[src/rtl/ddr3_init_seq.sv]
// ---------------------------------------------------------------------------
// ddr3_init_seq
// DDR3 initialisation sequencer. It waits out a power-up delay, pulses
// init_start, then waits for init_done from the controller init engine.
// Sticky init_ok / init_fail flags report the outcome. A restart in DONE or
// FAIL replays the whole sequence.
//
// Build option: define DDR3_INIT_TIMEOUT_EN to enable the WAIT_DONE watchdog,
// the BACKOFF retry path and the FAIL state. Without it, WAIT_DONE waits
// indefinitely, and init_fail and retry_cnt stay at 0.
//
// Every output is a flop loaded from the next-state decode, so each output is
// valid in the same cycle as the state it reflects.
// ---------------------------------------------------------------------------
module ddr3_init_seq #(
  parameter int DLY_CYCLES     = 60,
  parameter int DLY_W          = 8,
  parameter int TIMEOUT_CYCLES = 4096,
  parameter int TO_W           = 13,
  parameter int BACKOFF_CYCLES = 16,
  parameter int MAX_RETRY      = 3,
  parameter int RETRY_W        = 2
) (
  input  logic               clk,
  input  logic               rst_n,
  input  logic               init_done,
  input  logic               restart,
  output logic               init_start,
  output logic               init_ok,
  output logic               init_fail,
  output logic               busy,
  output logic [RETRY_W-1:0] retry_cnt,
  output logic [2:0]         state_o
);

  typedef enum logic [2:0] {
    ST_IDLE      = 3'd0,
    ST_PWR_DLY   = 3'd1,
    ST_START     = 3'd2,
    ST_WAIT_DONE = 3'd3,
    ST_BACKOFF   = 3'd4,
    ST_DONE      = 3'd5,
    ST_FAIL      = 3'd6
  } state_e;

  localparam logic [DLY_W-1:0]   DLY_LAST  = DLY_W'(DLY_CYCLES - 1);
  localparam logic [DLY_W-1:0]   DLY_ONE   = DLY_W'(1);
  localparam logic [RETRY_W-1:0] RETRY_ONE = RETRY_W'(1);

  state_e             state_q, state_d;
  logic [DLY_W-1:0]   dly_q, dly_d;
  logic [RETRY_W-1:0] retry_q, retry_d;

  logic init_start_q, init_ok_q, init_fail_q, busy_q;
  logic [2:0] state_o_q;

`ifdef DDR3_INIT_TIMEOUT_EN
  localparam logic [TO_W-1:0]    TO_LAST   = TO_W'(TIMEOUT_CYCLES - 1);
  localparam logic [TO_W-1:0]    TO_ONE    = TO_W'(1);
  localparam logic [DLY_W-1:0]   BO_LAST   = DLY_W'(BACKOFF_CYCLES - 1);
  localparam logic [RETRY_W-1:0] RETRY_MAX = RETRY_W'(MAX_RETRY);

  logic [TO_W-1:0] to_q, to_d;
`endif

  // Next-state and counter logic; all targets hold by default.
  always_comb begin
    state_d = state_q;
    dly_d   = dly_q;
    retry_d = retry_q;
`ifdef DDR3_INIT_TIMEOUT_EN
    to_d    = to_q;
`endif
    case (state_q)
      ST_IDLE: begin
        // The delay counter is cleared on entry to PWR_DLY.
        state_d = ST_PWR_DLY;
        dly_d   = '0;
        retry_d = '0;
      end
      ST_PWR_DLY: begin
        if (dly_q == DLY_LAST) begin
          state_d = ST_START;
        end else begin
          dly_d = dly_q + DLY_ONE;
        end
      end
      ST_START: begin
        state_d = ST_WAIT_DONE;
`ifdef DDR3_INIT_TIMEOUT_EN
        to_d    = '0;
`endif
      end
      ST_WAIT_DONE: begin
        // A done that arrives on the timeout cycle wins over the timeout.
        if (init_done) begin
          state_d = ST_DONE;
        end else begin
`ifdef DDR3_INIT_TIMEOUT_EN
          if (to_q == TO_LAST) begin
            if (retry_q < RETRY_MAX) begin
              retry_d = retry_q + RETRY_ONE;
              dly_d   = '0;
              state_d = ST_BACKOFF;
            end else begin
              state_d = ST_FAIL;
            end
          end else begin
            to_d = to_q + TO_ONE;
          end
`else
          state_d = ST_WAIT_DONE;
`endif
        end
      end
`ifdef DDR3_INIT_TIMEOUT_EN
      ST_BACKOFF: begin
        // The back-off shares the power-up delay counter.
        if (dly_q == BO_LAST) begin
          state_d = ST_START;
        end else begin
          dly_d = dly_q + DLY_ONE;
        end
      end
      ST_FAIL: begin
        if (restart) begin
          state_d = ST_IDLE;
          retry_d = '0;
        end else begin
          state_d = ST_FAIL;
        end
      end
`endif
      ST_DONE: begin
        if (restart) begin
          state_d = ST_IDLE;
          retry_d = '0;
        end else begin
          state_d = ST_DONE;
        end
      end
      default: begin
        state_d = ST_IDLE;
      end
    endcase
  end

  // State, counters and output flops decoded from the next state.
  always_ff @(posedge clk or negedge rst_n) begin
    if (!rst_n) begin
      state_q      <= ST_IDLE;
      dly_q        <= '0;
      retry_q      <= '0;
      init_start_q <= 1'b0;
      init_ok_q    <= 1'b0;
      init_fail_q  <= 1'b0;
      busy_q       <= 1'b0;
      state_o_q    <= 3'd0;
    end else begin
      state_q      <= state_d;
      dly_q        <= dly_d;
      retry_q      <= retry_d;
      init_start_q <= (state_d == ST_START);
      init_ok_q    <= (state_d == ST_DONE);
`ifdef DDR3_INIT_TIMEOUT_EN
      init_fail_q  <= (state_d == ST_FAIL);
`else
      init_fail_q  <= 1'b0;
`endif
      busy_q       <= (state_d == ST_PWR_DLY) || (state_d == ST_START) ||
                      (state_d == ST_WAIT_DONE) || (state_d == ST_BACKOFF);
      state_o_q    <= state_d;
    end
  end

`ifdef DDR3_INIT_TIMEOUT_EN
  // Watchdog counter for the WAIT_DONE phase.
  always_ff @(posedge clk or negedge rst_n) begin
    if (!rst_n) begin
      to_q <= '0;
    end else begin
      to_q <= to_d;
    end
  end
`endif

  assign init_start = init_start_q;
  assign init_ok    = init_ok_q;
  assign init_fail  = init_fail_q;
  assign busy       = busy_q;
  assign retry_cnt  = retry_q;
  assign state_o    = state_o_q;

endmodule

[config.mk]
export PLATFORM = sky130hd
export DESIGN_NAME = ddr3_init_seq
export DESIGN_NICKNAME = d
export VERILOG_FILES = /design/src/rtl/ddr3_init_seq.sv
export SDC_FILE = /design/constraint.sdc
export NUM_CORES = 1
export LEC_CHECK = 0
export CAP_MARGIN = 30
export CORE_ASPECT_RATIO = 0.9
export CORE_MARGIN = 2
export CORE_UTILIZATION = 42
export DETAILED_ROUTE_END_ITERATION = 10
export PLACE_DENSITY = 0.66
export SETUP_SLACK_MARGIN = 0.02
export SYNTH_ARGS = -nofsm -noshare
export SYNTH_HDL_FRONTEND = slang
export SYNTH_SLANG_ARGS = --single-unit
[constraint.sdc]
create_clock -name clk -period 2.85 [get_ports clk]
set_clock_uncertainty 0.15 [all_clocks]
set_input_delay 0.7125 -clock clk [delete_from_list [all_inputs] [get_ports clk]]
set_output_delay 0.7125 -clock clk [all_outputs]
set_load 0.01 [all_outputs]
## Word-level counts from Yosys, hierarchy flattened

Cells that the tools add are included.

- Bits in registers: 16
- Output and inout port bits: 9

- Add/subtract/negate cells: 1
- Equality and inequality tests: 12
- Muxes and demuxes: 8
- Reductions and logical operators: 8

Operators by type and width:

| cell | count |
|---|---|
| $pmux W8 S2 | 1 |
| $pmux W3 S5 | 1 |
| $eq A3 B2 Y1 const B | 4 |
| $eq A3 B3 Y1 const B | 3 |
| $mux W3 | 3 |
| $add A8 B1 Y8 const B | 1 |
| $eq A8 B6 Y1 const B | 1 |
| $mux W8 | 1 |
| $eq A3 B1 Y1 const B | 2 |
| $ne A2 B2 Y1 const B | 2 |
| $pmux W2 S2 | 1 |
| $reduce_and A2 Y1 | 2 |
| $reduce_bool A2 Y1 | 2 |
| $logic_not A3 Y1 | 1 |
| $logic_or A1 B1 Y1 | 3 |
| $mux W2 | 1 |

## Logic depth before layout (Yosys ltp)

Gate-level depths: netlist of the first run.

- Depth after elaboration: 7
- Mapped depth: 5
- Depth with buffers taken out: 4

## Worst setup path after synthesis of the first run

No wires, ideal clock.

- Path kind: register -> register
- Start: register dly_q[0]
- End: register dly_q[0]
- Data arrival time: 1.441 ns
- Required time: 2.574 ns
- Setup slack: 1.133 ns
- Cell stages (with the launch flop): 5
- Path buffers: 0
- Period minus slack after synthesis: 1.717 ns
- Cells stage by stage: dfrtp_1 > ha_1 > nand4_1 > or2_4 > a221o_1

- Word-level cells in the longest chain between the ends: 3
- Elaborated cells between the ends (all ways): 6
- Those cells by class: 1 x add/sub; 2 x eq/ne; 2 x mux; 1 x reduce/logical

RTL lines:

| item | RTL line | source |
|---|---|---|
| start: declaration | 51 | `logic [DLY_W-1:0] dly_q, dly_d;` |
| start signal: assignment | 161 | `dly_q <= dly_d;` |
| $add A8 B1 Y8 or $eq A8 B6 Y1 (tied branches) | 85, 82 |  |
| $mux W8 or $ne A2 B2 Y1 (tied branches) | n/a |  |
| $pmux W8 S2 or $reduce_and A2 Y1 (tied branches) | n/a |  |

Several ways; a longest one is shown, not always the timed one. The select of a mux whose other input is x is not followed.
A chain may end at the register's enable or synchronous reset.

## Worst setup path after layout of the first run

- Start: register state_o_q[0] (netlist: state_o[0])
- End: output state_o[0]

RTL lines:

| item | RTL line | source |
|---|---|---|
| start: declaration | 55 | `logic [2:0] state_o_q;` |
| start signal: assignment | 172 | `state_o_q <= state_d;` |
| end: declaration | 33 | `output logic [2:0] state_o` |

No word-level cell between the ends.

==> impl_metrics.yaml, run 1 <==
logic_synthesis:
  ys_types: 35
  yosys_warnings: 0
  synth_top_area_share: 0.455
  synth-seq-cells: 14
  ys_seq_area_frac: 0.455
  post-synth-top-count-cell: "dfrtp_1"
  synth_ff_type: "dfrtp_1"
  syn_area_um2: 769
  synth_top_area_cell: "dfrtp_1"
  synthCells: 81
  synth_edf_count: 0
  synth_common_cells: "dfrtp_1, nand2_1, nor3_1"
  async_flop_share: 1.00
  synth_area_leaders: "dfrtp_1, nand2_1, nor3_1"
  syn_area_per_cell_um2: 9.50
setup_path:
  crit_required_ns: 1.99
  crit_arrival_ns: 1.48
  critPathKind: "register to primary output"
  cp_max_fo: 14
  worstRegToRegCells: 4
  rrSetupSlack_ns: 0.91
  startpoint_type: "register"
  cp_top_family: "buffers and inverters"
  crit_slowest_cell: "clkdlybuf4s50_1"
  critPathBufInv: 1
  crit_chain: "clkdlybuf4s50_1"
  r2r-start: "dly_q[0]"
  max_stage_delay_ns: 0.61
  r2r_end: "dly_q[1]"
  worstSetupEndpointType: "primary output"
floorplanning:
  ios: 13
  design.core.area_um2: 1700
  die_x_um: 49.1
  rows: 14
  start_util: 0.453
  fp.dieH_um: 44.6
  dieArea_um2: 2190
finish:
  final_nets: 95
  final_area_um2: 870
  area_delta_synth_final_pct: 13.0
  drive_above_1_share: 0.0909
  n_antenna_cell: 0
min_path:
  min_to: "dly_q[7]"
  worst_hold_startpoint: "dly_q[7]"
  hold_class: "register to register"
  min_path_cells: 2
place:
  gp_congestion: 0.770
  dp_hpwl_um: 997
  placed_area_um2: 847
  numPortBuffers: 9
  place_ws_ns: 0.809
power:
  clockPowerShare: 0.342
  power.share.sequential: 0.626
  internal-power_uw: 251
  ir_drop_uv: 293
  share_comb_of_total_power: 0.033
  swShare: 0.208
  p_total_uw: 317
  pwr_density_cell_nw_per_um2: 365
  power.switching_uw: 65.9
  p_leak_nw: 0.386
timing:
  fmax_mhz: 427
  fin_crit_ns: 2.34
  slew_viol_final: 0
  worst_pin_slew_ns: 0.604
  post-route-period-util: 0.822
  hold_viol: 0
  setup_tns_ns: 0
  rsz0062_at_grt: "no"
  setup_slack_ns: 0.508
  finalSetupViolations: 0
  maxSlewHeadroom: 0.596
drt:
  viasPerCell: 5.29
  avgRoutedWirePerCell_um: 12.4
  postRouteAntennaNets: 0
  wirelength_um: 1390
  drt_iter0_markers: 4
  top_layer: "met4"
  dr.pass1.iters: 4
  drc: 0
  vias: 593
  drt-met1-wl_um: 703
  dr_wl_met3_um: 56
  dr_wl_met2_um: 615
global_routing:
  antenna_found_initial: 0
  grt_pass1_vias: 500
  grt_max_degree: 15
  grt_overflow: 0
  grt_use_total: 0.147
  grt_pass1_wl_um: 2380
clock_network:
  cts.sinks: 14
  cts_tree: "yes"
  clock_latency_ns: 0.28
  post_cts_resized: 0
  htreeDepth: 1
  post_cts_buffers: 0
  numCtsBuffers: 3
  cts_root_buffer: "clkbuf_4"
  clockBufferDepth: 2
  cts_hold_buf: 0
  clk_pin_slew_ns: 0.07
flow_run:
  maxCapViolCount: 0
outcome:
  status: "finished clean"
-- registers in the layout, indices dropped and copies added (netlist names) --
signal / flops
dly_q: 8
state_o: 3
busy: 1
init_ok: 1
init_start: 1
-- placed cells by master (no fill, tap or decap), types with 2 or more instances in the layout --
| cell type | count |
|---|---|
| nand3_1 | 3 |
| mux2i_1 | 2 |
| clkdlybuf4s50_1 | 9 |
| nor3_1 | 7 |
| nor2_1 | 3 |
| dfrtp_1 | 14 |
| clkbuf_4 | 3 |
| conb_1 | 3 |
| a221o_1 | 2 |
| a21oi_1 | 2 |
| o21ai_0 | 4 |
| nand2_1 | 11 |
| nand4_1 | 4 |
| inv_1 | 2 |
-- layer usage --
| layer | track usage | vias up |
|---|---|---|
| li1 | - | 303 |
| met1 | 0.207 | 278 |
| met2 | 0.203 | 10 |
| met3 | 0.0709 | 2 |
| met4 | 0.0343 | 0 |
| met5 | 0 | - |
-- final cells by class --
cell class	instances	area (um^2)
Fill cell	169	830
Multi-Input combinational cell	60	369
Sequential cell	14	350
Timing Repair Buffer	9	90.1
Tap cell	24	30.0
Clock buffer	3	22.5
Inverter	2	7.51
-- tightest hold or removal path, stage by stage, from the launching register on --
cell and delay (ns):
dfrtp_1 0.38, nand2_1 0.05, o311ai_0 0.08
-- worst max path at each step --
stage / start / endpoint / cells past startpoint / slack [ns]
6_report: state_o[0] / state_o[0] / 1 / 0.51
5_1_grt: state_o[0] / state_o[0] / 1 / 0.45
2_1_floorplan: dly_q[0] / dly_q[0] / 4 / 1.13
3_3_place_gp: state_o[0] / state_o[0] / 1 / 0.84
3_5_place_dp: state_o[0] / state_o[0] / 1 / 0.81
4_1_cts: state_o[0] / state_o[0] / 1 / 0.52
-- kinds of logic (layout without fill, tap and decap cells) --
group,after synthesis,in the layout,synth area share
adder cells (fa/ha/maj),1,1,0.0163
AND/OR/NAND/NOR,38,38,0.265
flip-flops,14,14,0.455
multiplexers,2,2,0.0260
other,1,3,0.00487
AO/OA/AOI/OAI,16,16,0.158
buffers and inverters,9,14,0.0748
-- power groups by stage --
stage	registers, mW	clock network [mW]	logic [mW]
2_1_floorplan	0.202	0	0.00555
3_3_place_gp	0.202	0	0.0108
3_5_place_dp	0.202	0	0.0108
4_1_cts	0.198	0.111	0.0108
5_1_grt	0.198	0.124	0.0122
6_report	0.198	0.108	0.0104
-- through the flow --
stage               hold WS (ns)   util  std cells
global route               0.466  0.512        112
floorplan                  0.267      -         83
detailed placement         0.395  0.499        109
finish                     0.408  0.512        112
CTS                        0.416  0.512        112
global placement           0.377  0.499        109
Note: power is estimated with default switching activity, not from simulation.
==> run 2: changes to the inputs <==
clock period = 2.45 ns   (was 2.85 ns; I/O delays follow)
==> run 2 against run 1 <==
Register-to-register slack worse by 0.28 ns; count of clock-buffer cells in the layout increased by 1; combinational power increased by 18%; routed wire length increased by 8.7%; global-route usage increased by 2.0 points.
==> impl_metrics.yaml, run 2 (same netlist as run 1, synthesis figures left out) <==
outcome:
  status: "finished clean"
drt:
  avgRoutedWirePerCell_um: 13.1
  drc: 0
  dr.pass1.iters: 5
  vias: 637
  viasPerCell: 5.54
  wirelength_um: 1510
  postRouteAntennaNets: 0
  drt_iter0_markers: 15
timing:
  fmax_mhz: 475
  slew_viol_final: 0
  post-route-period-util: 0.860
  hold_viol: 0
  worst_pin_slew_ns: 0.622
  maxSlewHeadroom: 0.584
  fin_crit_ns: 2.11
  finalSetupViolations: 0
  setup_tns_ns: 0
  rsz0062_at_grt: "no"
floorplanning:
  die_x_um: 49.1
  dieArea_um2: 2190
  design.core.area_um2: 1700
  ios: 13
  fp.dieH_um: 44.6
  rows: 14
  start_util: 0.453
global_routing:
  grt_max_degree: 15
  grt_pass1_wl_um: 2710
  grt_use_total: 0.167
  grt_overflow: 0
  antenna_found_initial: 0
  grt_pass1_vias: 582
place:
  placed_area_um2: 862
  dp_hpwl_um: 1040
  gp_congestion: 0.777
  numPortBuffers: 9
power:
  p_leak_nw: 0.401
  ir_drop_uv: 272
  pwr_density_cell_nw_per_um2: 459
setup_path:
  crit_arrival_ns: 1.34
  cp.depth: 1
  crit_slowest_cell: "clkdlybuf4s50_1"
  worstSetupEndpointType: "primary output"
  rrSetupSlack_ns: 0.63
  cp-endpoint: "state_o[1]"
  max_stage_delay_ns: 0.59
  r2r_end: "dly_q[1]"
  critPathBufInv: 1
  cp_top_family: "buffers and inverters"
  crit_chain: "clkdlybuf4s50_1"
  startpoint_type: "register"
  crit_required_ns: 1.69
  r2r-start: "dly_q[0]"
  critPathKind: "register to primary output"
  worstSetupStartpoint: "state_o[1]"
  worstRegToRegCells: 5
  cp_max_fo: 9
finish:
  n_antenna_cell: 0
  final_util: 0.529
  final_area_um2: 898
  drive_above_1_share: 0.121
  final_cell_mix: "dfrtp_1, nand2_1, clkdlybuf4s50_1, nor3_1"
  layout_commonest_cell: "dfrtp_1"
  largest_reg_flops: 8
  final_nets: 97
  fillers: 170
  area_delta_synth_final_pct: 16.7
  top_register: "dly_q"
clock_network:
  cts.sinks: 14
  cts_root_buffer: "clkbuf_4"
  post_cts_buffers: 0
  cts_tree: "yes"
  htreeDepth: 1
  post_cts_resized: 0
  clockBufferDepth: 2
  cts_hold_buf: 0
  clk_pin_slew_ns: 0.09
  clock_latency_ns: 0.28
  numCtsBuffers: 3
min_path:
  hold_class: "register to register"
flow_run:
  maxCapViolCount: 0
## run 2: changes by cell type in the layout (fill, tap and decap cells not counted)
| cell | change |
|---|---|
| buf_4 | +2 |
| clkbuf_8 | +1 |
## run 2: stage by stage
step	setup slack (ns)	instances	hold slack, ns	total power, mW
after detailed placement	0.656	111	0.403	0.248
after floorplan	0.733	83	0.167	0.242
final	0.343	115	0.437	0.413
after CTS	0.331	115	0.427	0.420
after global placement	0.667	111	0.387	0.248
after global routing	0.276	115	0.467	0.426
## run 2: where the power goes
part	internal (mW)	switching, mW
logic	0.00458	0.00770
registers	0.231	0
clock network	0.0905	0.0790
total	0.326	0.0867
## run 2: how the worst min path moves through the flow
stage | cells after the start | to | slack [ns] | from
floorplan | 0 | busy | 0.17 | rst_n
global placement | 2 | dly_q[7] | 0.39 | dly_q[7]
detailed placement | 2 | dly_q[7] | 0.40 | dly_q[7]
CTS | 2 | dly_q[7] | 0.43 | dly_q[7]
global route | 2 | dly_q[3] | 0.47 | dly_q[3]
finish | 2 | dly_q[3] | 0.44 | dly_q[3]
## run 2: worst register-to-register path: stages, from the launching register on
cell and delay, ns:
dfrtp_1 0.45, ha_1 0.25, nand4_1 0.10, buf_4 0.17, or2_4 0.26, a221o_1 0.32
## run 2: area by class of cell
type / instances / area, um^2 / area share
inverter: 2 / 7.51 / 0.00836
multi-input combinational: 60 / 369 / 0.411
tap: 24 / 30.0 / 0.0334
timing repair buffer: 11 / 105 / 0.117
sequential: 14 / 350 / 0.390
clock buffer: 4 / 36.3 / 0.0404
## run 2: routing by layer
metal,part of all wire,track usage,wire length (um)
met4,0.015,0.0514,22
met1,0.46,0.215,689
met2,0.47,0.265,711
met3,0.056,0.0608,85
met5,0,0,0
